**src/rtl/instr_encode_loader_if.sv**
```systemverilog
// instr_encode_loader_if: field-tuple input stream and instruction-memory write port
interface instr_encode_loader_if #(parameter int ADDR_WIDTH = 10);
    logic                  in_valid;
    logic                  in_ready;
    logic                  in_last;
    logic [1:0]            fmt;
    logic [5:0]            opcode;
    logic [4:0]            rs;
    logic [4:0]            rt;
    logic [4:0]            rd;
    logic [4:0]            shamt;
    logic [5:0]            funct;
    logic [15:0]           imm16;
    logic [25:0]           address;
    logic [31:0]           raw;
    logic                  mem_we;
    logic [ADDR_WIDTH-1:0] mem_addr;
    logic [31:0]           mem_wdata;
    modport master (
        output in_valid, in_last, fmt, opcode, rs, rt, rd, shamt, funct, imm16, address, raw,
        input  in_ready, mem_we, mem_addr, mem_wdata
    );
    modport slave (
        input  in_valid, in_last, fmt, opcode, rs, rt, rd, shamt, funct, imm16, address, raw,
        output in_ready, mem_we, mem_addr, mem_wdata
    );
endinterface

```
**src/rtl/instr_encode_loader.sv**
```systemverilog
// instr_encode_loader: packs MIPS R/I/J/raw tuples into words and streams them to instruction memory
// Optional checksum output enabled by defining INSTR_ENC_CHECKSUM_EN.
module instr_encode_loader #(
    parameter int ADDR_WIDTH = 10,
    parameter int BASE_ADDR  = 0,
    parameter int DEPTH      = 1024
) (
    input  logic                  clk,
    input  logic                  reset_n,
    input  logic                  clear,
    instr_encode_loader_if.slave  bus,
    output logic [ADDR_WIDTH:0]   count,
    output logic                  full,
    output logic                  done,
    output logic                  fmt_err
`ifdef INSTR_ENC_CHECKSUM_EN
    ,
    output logic [31:0]           checksum
`endif
);
    typedef enum logic {LOAD, DONE} state_t;
    state_t                state, state_nxt;
    logic [ADDR_WIDTH-1:0] ptr;
    logic [31:0]           enc;
    logic                  bad;
    logic                  acc;
    // encode the presented tuple and flag opcodes illegal for its format
    always_comb begin
        enc = bus.fmt == 2'b00 ? {bus.opcode, bus.rs, bus.rt, bus.rd, bus.shamt, bus.funct} :
              bus.fmt == 2'b01 ? {bus.opcode, bus.rs, bus.rt, bus.imm16} :
              bus.fmt == 2'b10 ? {bus.opcode, bus.address} : bus.raw;
        bad = bus.fmt == 2'b00 ? bus.opcode != 6'd0 :
              bus.fmt == 2'b10 ? bus.opcode != 6'd2 && bus.opcode != 6'd3 : 1'b0;
    end
    // state register
    always_ff @(posedge clk or negedge reset_n)
        if (!reset_n) state <= LOAD;
        else          state <= state_nxt;
    // next state: clear always returns to LOAD, the last accepted word ends loading
    always_comb state_nxt = clear ? LOAD : (acc && bus.in_last) ? DONE : state;
    // outputs: clear and full both block acceptance
    always_comb begin
        full         = count == (ADDR_WIDTH+1)'(DEPTH);
        bus.in_ready = state == LOAD && !full && !clear;
        done         = state == DONE;
        acc          = bus.in_valid && bus.in_ready;
    end
    // write port, pointer, word count and sticky format error
    always_ff @(posedge clk or negedge reset_n)
        if (!reset_n) begin
            ptr           <= ADDR_WIDTH'(BASE_ADDR);
            count         <= '0;
            fmt_err       <= 1'b0;
            bus.mem_we    <= 1'b0;
            bus.mem_addr  <= ADDR_WIDTH'(BASE_ADDR);
            bus.mem_wdata <= '0;
        end else if (clear) begin
            ptr        <= ADDR_WIDTH'(BASE_ADDR);
            count      <= '0;
            fmt_err    <= 1'b0;
            bus.mem_we <= 1'b0;
        end else begin
            bus.mem_we <= acc;
            if (acc) begin
                bus.mem_addr  <= ptr;
                bus.mem_wdata <= enc;
                ptr           <= ptr + 1'b1;
                count         <= count + 1'b1;
                fmt_err       <= fmt_err | bad;
            end
        end
`ifdef INSTR_ENC_CHECKSUM_EN
    // running XOR of every written word
    always_ff @(posedge clk or negedge reset_n)
        if (!reset_n)   checksum <= '0;
        else if (clear) checksum <= '0;
        else if (acc)   checksum <= checksum ^ enc;
`endif
endmodule

```
**src/flat_wrapper.sv**
```systemverilog
// flat-port wrapper written by rule: the top's interface ports become plain ports
module instr_encode_loader_flat 
#(
    parameter int ADDR_WIDTH = 10,
    parameter int BASE_ADDR  = 0,
    parameter int DEPTH      = 1024
)
  (clk, reset_n, clear, count, full, done, fmt_err, bus_in_valid, bus_in_last, bus_fmt, bus_opcode, bus_rs, bus_rt, bus_rd, bus_shamt, bus_funct, bus_imm16, bus_address, bus_raw, bus_in_ready, bus_mem_we, bus_mem_addr, bus_mem_wdata);
  instr_encode_loader_if #(.ADDR_WIDTH(ADDR_WIDTH)) bus_i ();
  input  logic clk;
  input  logic reset_n;
  input  logic clear;
  output logic [ADDR_WIDTH:0] count;
  output logic full;
  output logic done;
  output logic fmt_err;
  input wire logic [$bits(bus_i.in_valid)-1:0] bus_in_valid;
  input wire logic [$bits(bus_i.in_last)-1:0] bus_in_last;
  input wire logic [$bits(bus_i.fmt)-1:0] bus_fmt;
  input wire logic [$bits(bus_i.opcode)-1:0] bus_opcode;
  input wire logic [$bits(bus_i.rs)-1:0] bus_rs;
  input wire logic [$bits(bus_i.rt)-1:0] bus_rt;
  input wire logic [$bits(bus_i.rd)-1:0] bus_rd;
  input wire logic [$bits(bus_i.shamt)-1:0] bus_shamt;
  input wire logic [$bits(bus_i.funct)-1:0] bus_funct;
  input wire logic [$bits(bus_i.imm16)-1:0] bus_imm16;
  input wire logic [$bits(bus_i.address)-1:0] bus_address;
  input wire logic [$bits(bus_i.raw)-1:0] bus_raw;
  output wire logic [$bits(bus_i.in_ready)-1:0] bus_in_ready;
  output wire logic [$bits(bus_i.mem_we)-1:0] bus_mem_we;
  output wire logic [$bits(bus_i.mem_addr)-1:0] bus_mem_addr;
  output wire logic [$bits(bus_i.mem_wdata)-1:0] bus_mem_wdata;
  assign bus_i.in_valid = bus_in_valid;
  assign bus_i.in_last = bus_in_last;
  assign bus_i.fmt = bus_fmt;
  assign bus_i.opcode = bus_opcode;
  assign bus_i.rs = bus_rs;
  assign bus_i.rt = bus_rt;
  assign bus_i.rd = bus_rd;
  assign bus_i.shamt = bus_shamt;
  assign bus_i.funct = bus_funct;
  assign bus_i.imm16 = bus_imm16;
  assign bus_i.address = bus_address;
  assign bus_i.raw = bus_raw;
  assign bus_in_ready = bus_i.in_ready;
  assign bus_mem_we = bus_i.mem_we;
  assign bus_mem_addr = bus_i.mem_addr;
  assign bus_mem_wdata = bus_i.mem_wdata;
  instr_encode_loader #(.ADDR_WIDTH(ADDR_WIDTH), .BASE_ADDR(BASE_ADDR), .DEPTH(DEPTH)) u_core (.clk(clk), .reset_n(reset_n), .clear(clear), .bus(bus_i), .count(count), .full(full), .done(done), .fmt_err(fmt_err));
endmodule
```
**config.mk**
```make
export PLATFORM = sky130hd
export DESIGN_NAME = instr_encode_loader_flat
export DESIGN_NICKNAME = d
export VERILOG_FILES = /design/src/rtl/instr_encode_loader_if.sv /design/src/rtl/instr_encode_loader.sv /design/src/flat_wrapper.sv
export SDC_FILE = /design/constraint.sdc
export NUM_CORES = 1
export LEC_CHECK = 0
export CAP_MARGIN = 20
export CORE_MARGIN = 4
export CORE_UTILIZATION = 40
export CTS_CLUSTER_SIZE = 14
export DETAILED_ROUTE_END_ITERATION = 10
export GPL_TIMING_DRIVEN = 0
export HOLD_SLACK_MARGIN = 0.1
export PLACE_DENSITY = 0.9
export SLEW_MARGIN = 20
export SYNTH_ARGS = -nofsm -noshare
export SYNTH_HDL_FRONTEND = slang
export SYNTH_SLANG_ARGS = --single-unit
export TNS_END_PERCENT = 20
```
**constraint.sdc**
```tcl
create_clock -name clk -period 2.5 [get_ports clk]
set_input_delay 0.5 -clock clk [delete_from_list [all_inputs] [get_ports clk]]
set_output_delay 0.5 -clock clk [all_outputs]
set_load 0.01 [all_outputs]
```
# == Word-level counts from Yosys, hierarchy flattened ==
# Index checks and enable logic that the tools add are counted.
# W data, S select, Z words.
# op_classes
addsub,2
mul,0
n_div,0
n_lt_le_gt_ge,0
n_eq_ne,5
shift,0
n_mux,14
n_bitwise,3
n_reduce_logical,12
# ops
operator,n
$mux W32,3
$mux W11,2
$mux W10,2
$ne A6 B2 Y1 const B,2
$add A11 B1 Y11 const B,1
$eq A11 B11 Y1 const B,1
$add A10 B1 Y10 const B,1
$mux W1,7
$reduce_bool A6 Y1,1
$logic_and A1 B1 Y1,5
$reduce_bool A2 Y1,2
$eq A2 B1 Y1 const B,1
$eq A2 B2 Y1 const B,1
$logic_not A1 Y1,2
$logic_not A2 Y1,1
$not A1 Y1,2
$reduce_and A2 Y1,1
$or A1 B1 Y1,1
# word_totals
regBits,66
latch_bits,0
ramBits,0
romBits,0
out_inout_bits,58
word_cells,43
memories,0

# == Logic depth before layout (Yosys ltp) ==
# logic_depth
depth_word,8
ltp_mapped,8
mapped_depth_nobuf,6

# == Worst setup path before layout ==
# Ideal clock, no wire load.
# synth_path
path_type,register to register
from,reg u_core.count[0]
to,reg u_core.ptr[9]
setup_ns,0.125
t_arrival_ns,1.836
required_time_ns,2.375
setup_slack_ns,0.539
stages_incl_launch_ff,8
path_buffers,1
synth_period_minus_slack_ns,1.961
path_cell_list,dfrtp_1 inv_1 ha_1 nor4bb_2 and3_1 buf_2 nor4b_1 mux2_2
# synth_via
elab_chain_cells,6
# synth_lines
element,line_no,source
"start, declared",instr_encode_loader.sv:12,"output logic [ADDR_WIDTH:0] count,"
"start signal, assigned",instr_encode_loader.sv:68,count <= count + 1'b1;
$eq A11 B11 Y1,instr_encode_loader.sv:43,full = count == (ADDR_WIDTH+1)'(DEPTH);
via full,flat_wrapper.sv:14,output logic full;
$logic_not A1 Y1,instr_encode_loader.sv:44,bus.in_ready = state == LOAD && !full && !clear;
$logic_and A1 B1 Y1 (2 in series),instr_encode_loader.sv:44,
$logic_and A1 B1 Y1,instr_encode_loader.sv:46,acc = bus.in_valid && bus.in_ready;
$reduce_bool A2 Y1 (no source line),-,
"end signal, assigned",instr_encode_loader.sv:51,ptr <= ADDR_WIDTH'(BASE_ADDR);
"end signal, assigned",instr_encode_loader.sv:58,ptr <= ADDR_WIDTH'(BASE_ADDR);
"end signal, assigned",instr_encode_loader.sv:67,ptr <= ptr + 1'b1;
"end, declared",instr_encode_loader.sv:23,logic [ADDR_WIDTH-1:0] ptr;
# The timed path passes the listed nets, and every way through them passes these cells.
# A chain may end at the register's enable or synchronous reset.

# == Worst setup path after layout ==
# layout_path
from,reg u_core.count[6]
to,out bus_in_ready
# layout_via
elab_chain_cells,4
# layout_lines
element,line_no,source
$eq A11 B11 Y1,instr_encode_loader.sv:43,
$logic_not A1 Y1,instr_encode_loader.sv:44,
$logic_and A1 B1 Y1 (2 in series),instr_encode_loader.sv:44,
"end, declared",flat_wrapper.sv:29,output wire logic [$bits(bus_i.in_ready)-1:0] bus_in_ready;
# Every way passes these cells.

==> metrics.txt <==
non-filler cells, final=606; number of remaining DRC errors=0; Routed Antenna Nets=0; Clock Skews=5.601 ps; Area Growth Syn to Fin=59.57%; dominant cells by area after synthesis=dfrtp_1, mux2_4, mux4_2; worst hold path type=reg -> reg; post-synthesis sequential area ratio=0.4625; Critical Path RT=2000 ps; port buffer count=168; grt ovf=0; minimum clock period=2404 ps; Skew-Pair Late Insertion Delay=350 ps; Avg Inst Size Synth=approximately 12 um^2; Antenna diodes=0; CTS Buffer Depth=2; combinational family with the most area after synthesis=multiplexers; mapped cell area=3571 um^2; antenna violations before repair=0; clock-pin slew on the worst setup and hold paths=~70 ps; pwr/cell area=541.1 nW/um^2; CTS H-tree lvls=3; die width=102.5 um; status=finished clean; core box area=8721 um^2; final setup margin=95.78 ps; share of layout cells above drive strength 1=0.1707; Hold Fails Final Rpt=0; Min Hold Slack=486.5 ps; post-synthesis mux area share=0.2572; maximum clock frequency=415.9 MHz; slew of the pin with the lowest slew margin=611.2 ps; post-synthesis register bit count=66; CTS sink count=between 60 and 70; filler cell count=648; Static Leak=2.439 nW; crit path DAT=1900 ps; final setup violating endpoints=0; row cnt=34; Die Y=102.5 um; number of enable flip-flop cells after synthesis=0; Routed WL per cell=17.23 um; CTS buffer count=9; Setup crit start kind=flop; All-Layer GR Usage=0.2095; Worst Setup End Kind=primary output; worst slew margin relative to its limit=0.5906; cell type with the largest total area after synthesis=dfrtp_1; count of cell types in the netlist=37; Tot Pwr=between 0.003 and 0.004 W; Syn Inst Count=305; Ys Warns=0; commonest non-fill, non-tap cell in the layout=clkdlybuf4s50_1; top_reg_cell synth=dfrtp_1; largest net degree at the start of global routing=45; Crit Path Category=reg -> out; Max FO, Critical Path=5; VDD IR max=0.3122 mV; Vias=~3.2k; Util after Layout=0.6534; Mapped Nets=421; max-cap violations=0; Post-Synth Adder-Cell Area=0.01051; Vias per Instance=5.233; Iter 0 DRT Violations=97; CTS tree=built; Compound-Gate Fraction of Synth Area=0.07814; drt first pass iters=5; final max-slew violation count=0; most frequent cells in the layout=clkdlybuf4s50_1, dfrtp_1, nand2_1, o21ai_0, mux2_4; DP HPWL=8308 um; GPL Wtd Cong=0.8499; unrepaired setup endpoints after global routing=no; Post-synth ARST share=1.000; worst slack at placement=27.65 ps; Layout Nets=roughly 610; Synth Area in XOR/XNOR=0.02207; routed wire length=around 10000 um; die area=roughly 11000 um^2; fin crit share=0.9617; simple-gate area share of the yosys netlist=0.1209; first-pass GRT wire length=16850 um; Root Driver=clkbuf_8; Placed Cells=582; Yosys top cell area share=0.4625; IO Pins=171; number of global-route vias before repair=3422; Initial Utilization=0.4095
==> through the flow <==
stage                     TNS, ps  area (um^2)
after global routing            0         5698
after CTS                       0         5645
final                           0         5698
after detailed placement        0         5413
after global placement     -80670         5388
after floorplan                 0         3571
==> kinds of logic after synthesis <==
kind of cell / Yosys count
multiplexers: 59
buffers and inverters: 29
flip-flops: 66
AND/OR/NAND/NOR: 87
XOR/XNOR: 9
AO/OA/AOI/OAI: 52
adder cells (fa/ha/maj): 3
==> power breakdown <==
part	total (W)	switching, W	internal (W)
Clock	0.000930	0.000417	0.000514
Sequential	0.00127	0.0000827	0.00119
Combinational	0.000879	0.000314	0.000566
Total	0.00308	0.000813	0.00227
==> what timing repair did <==
action	CTS	global route
pin swaps	1	2
hold buffers	1	0
setup buffers	0	7
endpoints found under the setup margin	2	2
gates resized for setup	6	0
endpoints found under the hold margin	22	0
==> area by class of cell <==
cell class / count / area [um^2] / area share
timing repair buffer: 177 / 1767 / 0.3101
clock buffer: 12 / 155.1 / 0.02723
clock inverter: 4 / 50.05 / 0.008783
buffer: 20 / 140.1 / 0.02459
sequential: 66 / 1654 / 0.2903
tap: 108 / 135.1 / 0.02372
inverter: 9 / 33.78 / 0.005929
multi-input combinational: 210 / 1763 / 0.3094
==> cell usage after synthesis, types with 4 or more instances <==
master     n
a21oi_1   12
buf_4      4
clkbuf_1   6
dfrtp_1   66
inv_1      9
mux2_4    25
mux2i_1   16
mux4_2    16
nand2_1   35
nand3_1    8
nor2_1    16
nor3_1     5
o21ai_0   33
or3_1      5
or4_1      4
xnor2_1    8
==> worst paths after layout <==
path	start	endpoint	slack [ps]	depth (start not counted)
worst min register to register	u_core.bus.mem_wdata[30]$_DFFE_PN0P_	u_core.bus.mem_wdata[30]$_DFFE_PN0P_	490	2
worst min-delay path	u_core.bus.mem_wdata[30]$_DFFE_PN0P_	u_core.bus.mem_wdata[30]$_DFFE_PN0P_	490	2
min in group asynchronous	reset_n	u_core.bus.mem_addr[5]$_DFFE_PN0P_	590	2
worst max-delay path	u_core.count[6]$_DFFE_PN0P_	bus_in_ready	100	5
worst max register to register	u_core.count[0]$_DFFE_PN0P_	u_core.bus.mem_wdata[7]$_DFFE_PN0P_	410	9
max in group asynchronous	reset_n	u_core.count[1]$_DFFE_PN0P_	1380	3
==> layer usage <==
layer	wire length [um]	global-route usage
met5	0	0
met4	250	0.07467
met3	936	0.07440
met2	5473	0.3739
met1	3783	0.2287
==> registers in the layout (all words and copies together) (netlist names) <==
register and flops:
u_core.count 11, u_core.ptr 10, u_core.bus.mem_wdata 32, u_core.bus.mem_we 1, u_core.done 1, u_core.fmt_err 1
u_core.bus.mem_addr 10
==> worst max-delay path: stages, from the launching register on <==
cell           delay [ps]
dfrtp_1               450
nor4_4                390
and3_1                210
buf_2                 160
nor3_1                 50
dlygate4sd2_1         300
Power figures use the tool's default switching activity.
==> RTL edit, RTL diff (same flow settings) <==
`ADDR_WIDTH` is set to 10 in 3 places; all go to 9.
--- a/src/rtl/instr_encode_loader_if.sv
+++ b/src/rtl/instr_encode_loader_if.sv
@@ -1,5 +1,5 @@
 // instr_encode_loader_if: field-tuple input stream and instruction-memory write port
-interface instr_encode_loader_if #(parameter int ADDR_WIDTH = 10);
+interface instr_encode_loader_if #(parameter int ADDR_WIDTH = 9);
     logic                  in_valid;
     logic                  in_ready;
     logic                  in_last;
--- a/src/rtl/instr_encode_loader.sv
+++ b/src/rtl/instr_encode_loader.sv
@@ -1,7 +1,7 @@
 // instr_encode_loader: packs MIPS R/I/J/raw tuples into words and streams them to instruction memory
 // Optional checksum output enabled by defining INSTR_ENC_CHECKSUM_EN.
 module instr_encode_loader #(
-    parameter int ADDR_WIDTH = 10,
+    parameter int ADDR_WIDTH = 9,
     parameter int BASE_ADDR  = 0,
     parameter int DEPTH      = 1024
 ) (
--- a/src/flat_wrapper.sv
+++ b/src/flat_wrapper.sv
@@ -1,7 +1,7 @@
 // flat-port wrapper written by rule: the top's interface ports become plain ports
 module instr_encode_loader_flat 
 #(
-    parameter int ADDR_WIDTH = 10,
+    parameter int ADDR_WIDTH = 9,
     parameter int BASE_ADDR  = 0,
     parameter int DEPTH      = 1024
 )
Ports: changed (resized bus_mem_addr and count); port bits go from 171 to 169. The function was not compared with the original's and may differ.
==> RTL edit against the original RTL <==
  * Synthesized cell count decreased by 7.2%
  * First-iteration DRC count decreased by 12%
  * Setup slack improved by 0.13 ns
  * Sequential cell count decreased by 3
  * Total power decreased by 14%
  * Cell area decreased by 3.5%
  * Global-route usage decreased by 1.6 points
  * Utilization increased by 0.92 points
  * Sequential share of layout area decreased by 0.32 points
  * Routed wire length decreased by 7.4%
  * Synthesized area decreased by 3.8%
==> RTL edit: results (changes against the original RTL) <==
| Metric | Value |
|---|---|
| Outcome | `finished, final reports clean` |
| CP Max Fanout | `6 (+1)` |
| Synth unique cells | `36 (-2.7%)` |
| Power consumption | `2.65 mW (-14%)` |
| Clk. pwr | `0.880 mW (-5.4%)` |
| Post-synthesis sequential area ratio | `0.459 (-0.00366)` |
| Most flop-heavy register | `u_core.bus.mem_wdata` |
| Clk sinks | `63 (-4.5%)` |
| First-pass GRT wire length | `15300 um (-9.2%)` |
| Reg-to-reg endpoint | `u_core.count[1]` |
| Clk_skew | `0.00961 ns (+0.00400 ns)` |
| Wirelength, routed | `9670 um (-7.4%)` |
| Vias in the first global route | `3221 (-5.9%)` |
| Worst VDD drop | `0.318 mV (+1.8%)` |
| Wire length on met1 | `3740 um (-1.2%)` |
| Pre-antenna DRT Iters | `4 (-1)` |
| XOR/XNOR Fraction of Synth Area | `0.0204 (-0.00168)` |
| Inverters | `4 (-5)` |
| Top cells by area, synth | `dfrtp_1 46%, mux2_4 11%, mux4_2 10%` |
| Clock-cell share | `0.0360 (-0.0000624)` |
| Final Cell Area | `5500 um^2 (-3.5%)` |
| Gr usage total | `0.193 (-0.0162)` |
| Share of total power in sequential cells | `0.432 (+0.019)` |
| Routed wl met2 | `4940 um (-9.7%)` |
| Complex-gate fraction of the synthesized area | `0.0579 (-0.0202)` |
| Net Sw Frac | `0.256 (-0.00805)` |
| Hold endpoint | `u_core.bus.mem_wdata[21]` |
| Synthesized Nets | `399 (-5.2%)` |
| Min Tclk post-route | `2.27 ns (-0.135 ns)` |
| Adder-Cell Fraction of Synth Area | `0.0109 (+0.000413)` |
| Leakage power | `2.47 nW (+1.2%)` |
| Largest net degree at the start of global routing | `38 (-16%)` |
| Starting DRC count in detailed routing | `85 (-12%)` |
| Pre-CTS setup slack | `-0.409 ns (-0.436 ns)` |
| RePlAce Congestion | `0.800 (-5.8%)` |
| R2R Setup Slk | `0.47 ns (+0.06 ns)` |
| Commonest cells post-synth | `63 x dfrtp_1, 33 x nand2_1, 25 x mux2_4` |
| Cells after Synth | `283 (-7.2%)` |
| PortBufs | `167 (-0.60%)` |
| Placed cell areas | `5260 um^2 (-2.9%)` |
| Bufs w/o clock | `189 (-4.1%)` |
| Post-DP HPWL | `7780 um (-6.4%)` |
| Fillcell total | `600 (-7.4%)` |
| Met3 routed WL | `846 um (-9.6%)` |
| Hold_sp | `u_core.bus.mem_wdata[21]` |
| Worst R2R Path Depth | `8 (-1)` |
| Worst EP arrival | `1.77 ns (-0.13 ns)` |
| Biggest registers after layout | `u_core.bus.mem_wdata: 32 flops, u_core.count: 10 flops` |
| Register area | `1580 um^2 (-4.5%)` |
| DR vias/cell | `5.16 (-1.4%)` |
| Min Hold Slack | `0.486 ns (-0.000657 ns)` |
| WL per Instance | `16.8 um (-2.6%)` |
| Mux cell area share after synthesis | `0.286 (+0.0291)` |
-- RTL edit: cell types whose count changed after synthesis, sizes merged, moves of 3 or more --
cell,delta
a21oi,-9
xnor2,-6
inv,-5
nor2b,+5
o21ai,-5
or3,-5
xor2,+5
mux2,+4
dfrtp,-3
nand3,-3
nor2,+3
o31ai,-3
or4,-3
-- RTL edit: critical path, stage by stage, from the launching register on --
cell           delay [ns]
dfrtp_2              0.45
inv_1                0.07
ha_1                 0.14
nor4b_4              0.22
and3_4               0.24
nor3_1               0.04
dlygate4sd2_1        0.29
-- RTL edit: what timing repair did --
item | in CTS | in global routing
endpoints found under the hold margin | 26 | 0
setup endpoints to repair | 2 | 1
gates cloned | 0 | 0
gates resized for setup | 5 | 2
pin swaps | 1 | 1
hold buffers | 1 | 0
setup buffers | 2 | 2
-- RTL edit: layer usage --
layer / GRT usage / vias to the layer above
li1: - / 1382
met1: 0.222 / 1445
met2: 0.332 / 133
met3: 0.0692 / 12
met4: 0.0674 / 0
met5: 0 / -
